==> config.mk <==
export PLATFORM = sky130hd
export DESIGN_NAME = led_breather
export DESIGN_NICKNAME = d
export VERILOG_FILES = /design/src/rtl/led_breather_pkg.sv /design/src/rtl/tick_sync_edge.sv /design/src/rtl/led_breather.sv
export SDC_FILE = /design/constraint.sdc
export NUM_CORES = 1
export LEC_CHECK = 0
export ABC_AREA = 1
export BUFFER_PORTS_ARGS = -buffer_cell sky130_fd_sc_hd__clkbuf_2
export CAP_MARGIN = 15
export CORE_MARGIN = 5
export CORE_UTILIZATION = 60
export DETAILED_ROUTE_END_ITERATION = 10
export GPL_TIMING_DRIVEN = 0
export PLACE_DENSITY = 0.8
export SLEW_MARGIN = 30
export SYNTH_ARGS = -nofsm -noshare
export SYNTH_HDL_FRONTEND = slang
export SYNTH_SLANG_ARGS = --single-unit
==> constraint.sdc <==
create_clock -name CLK100MHZ -period 2.6 [get_ports CLK100MHZ]
set_clock_uncertainty 0.2 [all_clocks]
set_input_delay 0.39 -clock CLK100MHZ [delete_from_list [all_inputs] [get_ports CLK100MHZ]]
set_output_delay 0.39 -clock CLK100MHZ [all_outputs]
set_load 0.05 [all_outputs]
==> src/rtl/led_breather_pkg.sv <==
// Shared types and constants for the LED breather slice.
// Imported by the synchronizer and the top-level pattern engine.
package led_breather_pkg;

  typedef enum logic [2:0] {
    ST_IDLE,
    ST_STEADY,
    ST_BLINK,
    ST_RAMP_UP,
    ST_RAMP_DOWN
  } state_t;

  localparam logic [1:0] MODE_OFF     = 2'b00;
  localparam logic [1:0] MODE_STEADY  = 2'b01;
  localparam logic [1:0] MODE_BREATHE = 2'b10;
  localparam logic [1:0] MODE_BLINK   = 2'b11;

  localparam int SYNC_DEPTH = 2;

  function automatic state_t entry_state(
    input logic       en,
    input logic [1:0] md
  );
    state_t s;
    s = ST_IDLE;
    if (en) begin
      case (md)
        MODE_STEADY:  s = ST_STEADY;
        MODE_BREATHE: s = ST_RAMP_UP;
        MODE_BLINK:   s = ST_BLINK;
        default:      s = ST_IDLE;
      endcase
    end
    return s;
  endfunction

endpackage

==> src/rtl/tick_sync_edge.sv <==
// Synchronizes an asynchronous level and emits a one-cycle
// pulse per rising edge; also suits the button inputs.
module tick_sync_edge
  import led_breather_pkg::*;
(
  input  logic i_clk,
  input  logic i_rst,
  input  logic i_async,
  output logic o_pulse
);

  logic [SYNC_DEPTH-1:0] r_sync;
  logic                  r_last;
  logic                  r_pulse;

  // Pulse is registered so downstream sees a clean flop output.
  always_ff @(posedge i_clk) begin
    if (i_rst) begin
      r_sync  <= '0;
      r_last  <= 1'b0;
      r_pulse <= 1'b0;
    end else begin
      r_sync  <= {r_sync[SYNC_DEPTH-2:0], i_async};
      r_last  <= r_sync[SYNC_DEPTH-1];
      r_pulse <= r_sync[SYNC_DEPTH-1] & ~r_last;
    end
  end

  assign o_pulse = r_pulse;

endmodule

==> src/rtl/led_breather.sv <==
// Slow-tick driven brightness pattern engine with a
// period-boundary latched PWM output.
module led_breather
  import led_breather_pkg::*;
#(
  parameter int PWM_BITS   = 8,
  parameter int STEP_TICKS = 1
) (
  input  logic                CLK100MHZ,
  input  logic                RST,
  input  logic                tick_in,
  input  logic                enable,
  input  logic [1:0]          mode,
  output logic                pwm_out,
  output logic [PWM_BITS-1:0] level,
  output logic                tick_pulse
);

  localparam logic [PWM_BITS-1:0] MAX = '1;
  localparam int CTR_W =
    (STEP_TICKS > 1) ? $clog2(STEP_TICKS) : 1;
  localparam logic [CTR_W-1:0] CTR_LAST =
    CTR_W'(STEP_TICKS - 1);

  logic                w_pulse;
  logic [2:0]          w_cfg;
  logic                w_cfg_chg;
  logic                w_wrap;
  logic                w_step;
  state_t              w_entry;

  logic [2:0]          r_cfg;
  state_t              r_state;
  logic [CTR_W-1:0]    r_step_ctr;
  logic [PWM_BITS-1:0] r_level;
  logic [PWM_BITS-1:0] r_pwm_ctr;
  logic [PWM_BITS-1:0] r_level_sh;
  logic                r_pwm;

  tick_sync_edge u_sync (
    .i_clk   (CLK100MHZ),
    .i_rst   (RST),
    .i_async (tick_in),
    .o_pulse (w_pulse)
  );

  assign w_cfg     = {enable, mode};
  assign w_cfg_chg = (w_cfg != r_cfg);
  assign w_wrap    = (r_step_ctr == CTR_LAST);
  assign w_step    = w_pulse & w_wrap;
  assign w_entry   = entry_state(enable, mode);

  // A config change re-enters its pattern and eats any step.
  always_ff @(posedge CLK100MHZ) begin
    if (RST) begin
      r_cfg      <= '0;
      r_state    <= ST_IDLE;
      r_step_ctr <= '0;
      r_level    <= '0;
    end else begin
      r_cfg <= w_cfg;
      if (w_cfg_chg) begin
        r_state    <= w_entry;
        r_step_ctr <= '0;
        r_level    <= (w_entry == ST_STEADY) ? MAX : '0;
      end else begin
        if (w_pulse)
          r_step_ctr <= w_wrap ? '0 : r_step_ctr + 1'b1;
        if (w_step) begin
          case (r_state)
            ST_BLINK: begin
              r_level <= (r_level == '0) ? MAX : '0;
            end
            ST_RAMP_UP: begin
              r_level <= r_level + 1'b1;
              if (r_level == MAX - 1'b1)
                r_state <= ST_RAMP_DOWN;
            end
            ST_RAMP_DOWN: begin
              r_level <= r_level - 1'b1;
              if (r_level == PWM_BITS'(1))
                r_state <= ST_RAMP_UP;
            end
            default: ;
          endcase
        end
      end
    end
  end

  // Shadow level only moves at the period end, so no glitches.
  always_ff @(posedge CLK100MHZ) begin
    if (RST) begin
      r_pwm_ctr  <= '0;
      r_level_sh <= '0;
      r_pwm      <= 1'b0;
    end else begin
      r_pwm_ctr <= r_pwm_ctr + 1'b1;
      if (r_state == ST_IDLE) begin
        r_level_sh <= '0;
        r_pwm      <= 1'b0;
      end else begin
        if (r_pwm_ctr == MAX)
          r_level_sh <= r_level;
        r_pwm <= (r_pwm_ctr < r_level_sh);
      end
    end
  end

  assign pwm_out    = r_pwm;
  assign level      = r_level;
  assign tick_pulse = w_pulse;

endmodule

== After elaboration in Yosys (flattened, before gate mapping) ==
Cells that the tools add are included.
Word-level totals
  bits of input ports: 6
  bits in registers: 36
  output and inout bits: 10
Operators by class
  reduce and logical (&&, ||, !) cells: 9
  order comparisons: 1
  eq/ne operators: 13
  bitwise gates (word level): 4
  muxes and demuxes: 13
  $add $sub $neg: 4
Operators by type and width (number)
  8-bit 2-to-1 mux: 4
  8-bit one-hot mux with 3 select lines: 1
  8-bit by 1-bit adder with 8-bit output, second input constant: 2
  8-bit == test, second input constant: 2
  3-bit 2-to-1 mux: 4
  8-bit by 1-bit == test with 1-bit output, second input constant: 1
  8-bit zero test: 1
  8-bit less-than comparator: 1
  8-bit by 1-bit subtractor with 8-bit output, second input constant: 1
  3-bit by 2-bit == test with 1-bit output, second input constant: 2
  3-bit != test, second input constant: 2
  2-bit one-hot mux with 3 select lines: 1
  3-bit one-hot mux with 2 select lines: 1
  2-bit == test, second input constant: 2
  4-bit AND reduction: 1
  4-bit nonzero test: 1
  2-bit OR reduction: 2
  3-bit by 1-bit == test with 1-bit output, second input constant: 1
  3-bit == test, second input constant: 1
  3-bit zero test: 1
  3-bit != test: 1
  3-bit nonzero test: 1
  1-bit bitwise AND: 2
  2-bit by 1-bit == test with 1-bit output, second input constant: 1
  other kinds (6): 7

== Depth between registers and ports, before layout ==
Gate-level depths: netlist of the first run.
  depth after elaboration: 6
  mapped depth: 12
  mapped depth without buffers: 12

== By module ==
A second synthesis of the first run with hierarchy kept.
Second synthesis, totals
  cells, all modules: 289
  area total of the unflattened synthesis: 2004.4 µm²
By module, submodules not included
  led_breather: area each 1889.3 µm², cells each 277, instances 1
  tick_sync_edge: area each 115.1 µm², cells each 12, instances 1

== Worst setup path before layout of the first run ==
Ideal clock, no wire load.
  kind: register to register
  start point: register r_level[1], in the netlist level[1]
  end point: register r_level[4], in the netlist level[4]
  arrival time: 1.617 ns
  stages on the path, launching flop included: 9
  library setup time: 0.119 ns
  setup slack: 0.664 ns
  path through: dfxtp_1 -> inv_1 -> ha_1 -> nand2_1 -> inv_1 -> nand4_2 -> nand3_1 -> nand2_1 -> a21oi_2
Between the ends
  word-level cells in the longest chain between the ends: 5
  elaborated cells between the ends (all ways): 7
  classes of those cells: 2 x add/sub; 4 x mux; 1 x reduce/logical
Ends and longest elaborated chain
  start, declared: RTL line led_breather.sv:35  | logic [PWM_BITS-1:0] r_level;
  start signal, assigned: RTL line led_breather.sv:65  | r_level <= (w_entry == ST_STEADY) ? MAX : '0;
  start signal, assigned: RTL line led_breather.sv:72  | r_level <= (r_level == '0) ? MAX : '0;
  start signal, assigned: RTL line led_breather.sv:75  | r_level <= r_level + 1'b1;
  branches (longest 2 deep; another with 8-bit by 1-bit subtractor with 8-bit output)
  8-bit one-hot mux with 3 select lines (*): RTL line led_breather.sv:70  | case (r_state)
  8-bit 2-to-1 mux (*): RTL line led_breather.sv:69  | if (w_step) begin
  8-bit 2-to-1 mux (*): RTL line led_breather.sv:62  | if (w_cfg_chg) begin
Every way passes the cells marked *. The select of a mux whose other input is x is not followed.
A chain may end at the register's enable or synchronous reset.

== Final worst setup path of the first run ==
  start point: register r_level[1], in the netlist level[1]
  end point: register r_level[1], in the netlist level[1]
Same word-level chain as after synthesis.

==> results_dict.tcl, run 1 <==
set metrics [dict create \
    status "completed" \
    slew_headroom 0.4840 \
    synth_edf_count 0 \
    ys_ff_latch 35 \
    cts_max_level 2 \
    powerDensity_mw_per_mm2 548.8 \
    r2r-start "level[1]" \
    final_cell_mix "nand2_1 (75), nor2_1 (42), inv_1 (35), dfxtp_1 (35), nand3_1 (28)" \
    antenna_left 0 \
    num_rows 21 \
    path_class "flip-flop to flip-flop" \
    start_util 0.6198 \
    hold_buffers 0 \
    tns_ns 0 \
    grt_max_degree 12 \
    async_reset_ff_frac 0 \
    grt_pass1_wl_microns 8024 \
    cts_resized 0 \
    io_buffers 15 \
    cts_max_path_buffers 2 \
    drv_slew 0 \
    place_ws_ns 0.7333 \
    dieArea_sq_mm 0.004721 \
    hold_viol_final 0 \
    hpwl_microns 3365 \
    drcViolationCount 0 \
    antenna_found_initial 0 \
    tightest_slew_ns 0.7689 \
    wl_per_cell_microns 12.02 \
    leakagePower_nw 1.013 \
    clock-root-buffer "clkbuf_4" \
    synth.cell_area_sq_mm 0.002068 \
    maxCapViolations 0 \
    first_pass_iters 5 \
    startpoint_type "flip-flop" \
    path_max_fanout 8 \
    finalInstanceArea_sq_mm 0.002255 \
    syn_to_final_growth_pct 9.014 \
    startpoint "level[1]" \
    die_w_microns 68.71 \
    seq_area_frac_synth 0.3388 \
    num_vias 1979 \
    max_clock_freq_mhz 542.3 \
    cts_tree "yes" \
    synth_ff_type "dfxtp_1" \
    grt_pass1_vias 1898 \
    min_period_ns 1.844 \
    clkTransAtPathRegs_ns 0.11 \
    yosysWarnings 0 \
    r2r_slack_ns 0.76 \
    cts_buffers 5 \
    place_area_sq_mm 0.002201 \
    die_h_microns 68.71 \
    drive_gt1_frac 0.1595 \
    worstSkewPairLatency_ns 0.35 \
    finalSetupViolCount 0 \
    period_share 0.7092 \
    setup_ws_ns 0.7561 \
    drt_iter0_drc 206 \
    cp-end-kind "flip-flop" \
    vdd_ir_drop_max_uv 376.3 \
    grt.total_usage 0.2260 \
    synth_nets 321 \
    gp_congestion 0.9221 \
    worstReg2RegEnd "level[1]" \
    core_sq_mm 0.003337 \
    num_antenna_cells 0 \
    ys_types 29 \
    reg2reg_depth 8 \
    rsz0062_at_grt "no" \
    critPathRequiredTime_ns 2.70 \
    mostFrequentLayoutCell "nand2_1" \
    ios 16 \
    cp.arrival_ns 1.94 \
    cp-endpoint "level[1]" \
    grt_overflow 0 \
    final_nets 343 \
    viasPerCell 5.320 \
    hp-class "input port to flip-flop" \
    cts.sinks 35 \
    syn_inst 303 \
    postCtsSetupBuffers 0 \
    avgSynthCellArea_sq_um 6.826 \
    total_power_mw 1.237 \
    wirelength_microns 4473 \
]
## worst max-delay path, cell delays in order (launching register included)
cell and delay, ns:
dfxtp_1 0.38, inv_1 0.17, ha_1 0.21, nand2_1 0.10
inv_1 0.09, nand4_2 0.25, a21oi_1 0.24, nor2_1 0.07
nor2_1 0.08
## synth_stat cells, types with 3 or more instances
cell,count,share of area
a211oi_1,6,0.022
a21oi_1,12,0.029
a21oi_2,6,0.025
dfxtp_1,35,0.34
ha_1,12,0.073
inv_1,35,0.064
inv_2,8,0.015
nand2_1,75,0.14
nand3_1,28,0.068
nand3_2,4,0.019
nand4_1,3,0.0091
nor2_1,42,0.076
nor3_1,4,0.0097
o21ai_0,12,0.029
xor2_1,3,0.013
## cells by family after synthesis
logic type | synth area share
DFF | 0.3388
buffers and inverters | 0.09497
and+or+nand+nor | 0.3533
adders and majority gates | 0.07259
xor gates and xnor gates | 0.01694
AOI/OAI and AO/OA | 0.1234
## report_power, final
group          internal [mW]  leakage [nW]  switching, mW
logic                  0.101         0.699          0.250
clock network          0.104        0.0282          0.189
registers              0.564         0.286         0.0293
total                  0.769          1.01          0.468
## how the worst min path moves through the flow
stage	start	endpoint	slack, ns	depth (start not counted)
floorplan	u_sync.r_last	u_sync.o_pulse	0.17	1
global placement	u_sync.r_last	u_sync.o_pulse	0.17	1
detailed placement	u_sync.r_last	u_sync.o_pulse	0.18	1
CTS	tick_in	u_sync.r_sync[0]	0.02	3
global route	RST	u_sync.o_pulse	0.01	2
finish	tick_in	u_sync.r_sync[0]	0.03	3
## flip-flops by register name, summed over array words and instances, names as in the netlist
name and flops:
u_sync.o_pulse 1, level 8, u_sync.r_sync 2, r_state 3
r_pwm_ctr 8, r_level_sh 8, u_sync.r_last 1, r_cfg 3
pwm_out 1
## final cells by class
cell class | count | area (sq um)
multi-input cells | 220 | 1171
fillers | 301 | 1082
flip-flops and latches | 35 | 700.7
inverters | 43 | 161.4
repair buffers | 15 | 75.07
well taps | 46 | 57.56
clock buffers | 6 | 41.29
plain buffers | 5 | 35.03
clock inverters | 2 | 12.51
## stage by stage
step / utilization / hold slack [ns] / cells
finish: 0.6757 / 0.03200 / 372
global route: 0.6757 / 0.01430 / 372
CTS: 0.6757 / 0.02131 / 372
detailed placement: 0.6595 / 0.1812 / 364
global placement: 0.6595 / 0.1740 / 364
floorplan: - / 0.1728 / 303
## metal layers
layer | share of wire | global-route usage | wire length, microns | vias to the layer above
li1 | - | - | - | 1023
met1 | 0.45 | 0.2725 | 2027 | 878
met2 | 0.45 | 0.3743 | 2001 | 62
met3 | 0.071 | 0.06483 | 318 | 16
met4 | 0.028 | 0.09489 | 126 | 0
met5 | 0 | 0 | 0 | -
Power figures use the tool's default switching activity.
==> run 2: changes to the inputs <==
--- a/config.mk
+++ b/config.mk
@@ -9,10 +9,10 @@
 export BUFFER_PORTS_ARGS = -buffer_cell sky130_fd_sc_hd__clkbuf_2
 export CAP_MARGIN = 15
 export CORE_MARGIN = 5
-export CORE_UTILIZATION = 60
+export CORE_UTILIZATION = 59
 export DETAILED_ROUTE_END_ITERATION = 10
 export GPL_TIMING_DRIVEN = 0
-export PLACE_DENSITY = 0.8
+export PLACE_DENSITY = 0.79
 export SLEW_MARGIN = 30
 export SYNTH_ARGS = -nofsm -noshare
 export SYNTH_HDL_FRONTEND = slang
==> constraint.sdc (replaced) <==
create_clock -name CLK100MHZ -period 1.8 [get_ports CLK100MHZ]
set_clock_uncertainty 0.2 [all_clocks]
set_input_delay 0.27 -clock CLK100MHZ [delete_from_list [all_inputs] [get_ports CLK100MHZ]]
set_output_delay 0.27 -clock CLK100MHZ [all_outputs]
set_load 0.05 [all_outputs]
==> results_dict.tcl, run 2 (synthesized netlist as in run 1, its figures left out) <==
set metrics [dict create \
    gp_congestion 0.9478 \
    dieArea_sq_mm 0.004789 \
    wl_per_cell_microns 12.75 \
    io_buffers 15 \
    cp.arrival_ns 1.82 \
    cp-end-kind "flip-flop" \
    clock-root-buffer "clkbuf_4" \
    hold_viol_final 0 \
    syn_to_final_growth_pct 19.00 \
    core_sq_mm 0.003363 \
    r2r-start "r_pwm_ctr[1]" \
    maxCapViolations 0 \
    min_period_ns 1.746 \
    grt.total_usage 0.2085 \
    power.share.sequential 0.438 \
    nFillCells 307 \
    viasPerCell 5.359 \
    path_max_fanout 5 \
    multi_input_area_sq_mm 0.001239 \
    seqCellArea_sq_um 713.2 \
    worstReg2RegEnd "r_level_sh[7]" \
    mostFrequentLayoutCell "nand2_1" \
    cts_tree "yes" \
    clkTransAtPathRegs_ns 0.11 \
    drv_slew 0 \
    hp-class "input port to flip-flop" \
    start_util 0.6150 \
    max_clock_freq_mhz 572.9 \
    status "completed" \
    cts_buffers 5 \
    antenna_found_initial 0 \
    ios 16 \
    place_area_sq_mm 0.002205 \
    total_power_mw 1.976 \
    cpPeakStageDelay_ns 0.38 \
    tightest_slew_ns 0.8842 \
    grt_pass1_wl_microns 8245 \
    vdd_ir_drop_max_uv 702.2 \
    period_share 0.9697 \
    drcViolationCount 0 \
    clkPwrFrac 0.289 \
    drive_gt1_frac 0.2202 \
    critPathRequiredTime_ns 1.88 \
    grt_pass1_vias 1939 \
    reg2reg_depth 9 \
    final_cell_mix "nand2_1 (75), nor2_1 (39), inv_1 (33)" \
    finalSetupViolCount 0 \
    rsz0062_at_grt "yes" \
    tns_ns 0 \
    leakagePower_nw 1.101 \
    cts_max_path_buffers 2 \
    grt_overflow 0 \
    worst-path-buf-inv 2 \
    switching_share 0.3598 \
    min_from "mode[1]" \
    powerDensity_mw_per_mm2 802.7 \
    num_antenna_cells 0 \
    path_class "flip-flop to flip-flop" \
    crit_chain "ha_4, nand2_4, nor2_4, nand3_4, nor3_4, buf_4, buf_6, nor2_1, a211oi_2" \
    p_int_mw 1.265 \
    slew_headroom 0.4066 \
    startpoint_type "flip-flop" \
    min_to "r_cfg[1]" \
    first_pass_iters 4 \
    antenna_left 0 \
    drt_iter0_drc 312 \
    num_rows 21 \
    power_switching_mw 0.7108 \
    min_path_cells 3 \
    die_w_microns 69.21 \
    holdWs_ns 0.01441 \
    grt_max_degree 12 \
    finalInstanceArea_sq_mm 0.002461 \
    hpwl_microns 3255 \
    critPathSlowestCell "dfxtp_4" \
    r2r_slack_ns 0.05 \
    cp_top_family "simple AND/OR/NAND/NOR gates" \
    die_h_microns 69.21 \
    cts_max_level 2 \
    cts.sinks 35 \
    final_nets 354 \
    wirelength_microns 4870 \
    num_vias 2047 \
    worstSkewPairLatency_ns 0.35 \
    power_frac_comb 0.273 \
]
## run 2: through the flow
stage          worst slack (ns)    util  cells
2_1_floorplan           0.05367       -    303
3_3_place_gp            0.01472  0.6555    364
3_5_place_dp           -0.03485  0.6555    364
4_1_cts             -0.00004174  0.6990    378
5_1_grt                -0.04614  0.7318    382
6_report                0.05446  0.7318    382
## run 2: worst max path at each step
stage | start | to | slack [ns] | cells after the start
2_1_floorplan | level[3] | r_state[0] | 0.05 | 9
3_3_place_gp | r_pwm_ctr[0] | r_level_sh[7] | 0.01 | 8
3_5_place_dp | r_pwm_ctr[0] | r_level_sh[7] | -0.03 | 8
4_1_cts | r_pwm_ctr[0] | r_level_sh[0] | -0.00004 | 8
5_1_grt | r_pwm_ctr[1] | r_level_sh[7] | -0.05 | 9
6_report | r_pwm_ctr[1] | r_level_sh[7] | 0.05 | 9
## run 2: per-layer routing
| metal | global-route usage | part of all wire | up-vias |
|---|---|---|---|
| li1 | - | - | 1045 |
| met1 | 0.2466 | 0.42 | 911 |
| met2 | 0.3665 | 0.48 | 80 |
| met3 | 0.05362 | 0.083 | 11 |
| met4 | 0.06508 | 0.017 | 0 |
| met5 | 0 | 0 | - |
## run 2: what timing repair did
| item | in CTS | in global routing |
|---|---|---|
| gates resized for setup | 3 | 22 |
| hold endpoints to repair | 4 | 0 |
| setup buffers | 2 | 4 |
| cloned | 1 | 0 |
| endpoints found under the setup margin | 4 | 19 |
| hold buffers | 4 | 0 |
| pin swaps | 1 | 6 |
## run 2: power groups by stage
stage / registers [mW] / clock network (mW) / logic [mW]
global route: 0.875 / 0.616 / 0.600
CTS: 0.861 / 0.573 / 0.517
detailed placement: 0.877 / 0 / 0.498
global placement: 0.876 / 0 / 0.491
finish: 0.866 / 0.571 / 0.539
floorplan: 0.943 / 0 / 0.317
## run 2: worst min-delay path, stage by stage
cell and delay, ns:
clkbuf_2 0.11, inv_1 0.09, nor2_1 0.04
## run 2: final cells by class
cell class	count	area share
clock buffers	5	0.01525
repair buffers	26	0.07117
plain buffers	5	0.01423
inverters	43	0.06762
clock inverters	2	0.01525
multi-input cells	220	0.5033
flip-flops and latches	35	0.2898
well taps	46	0.02339
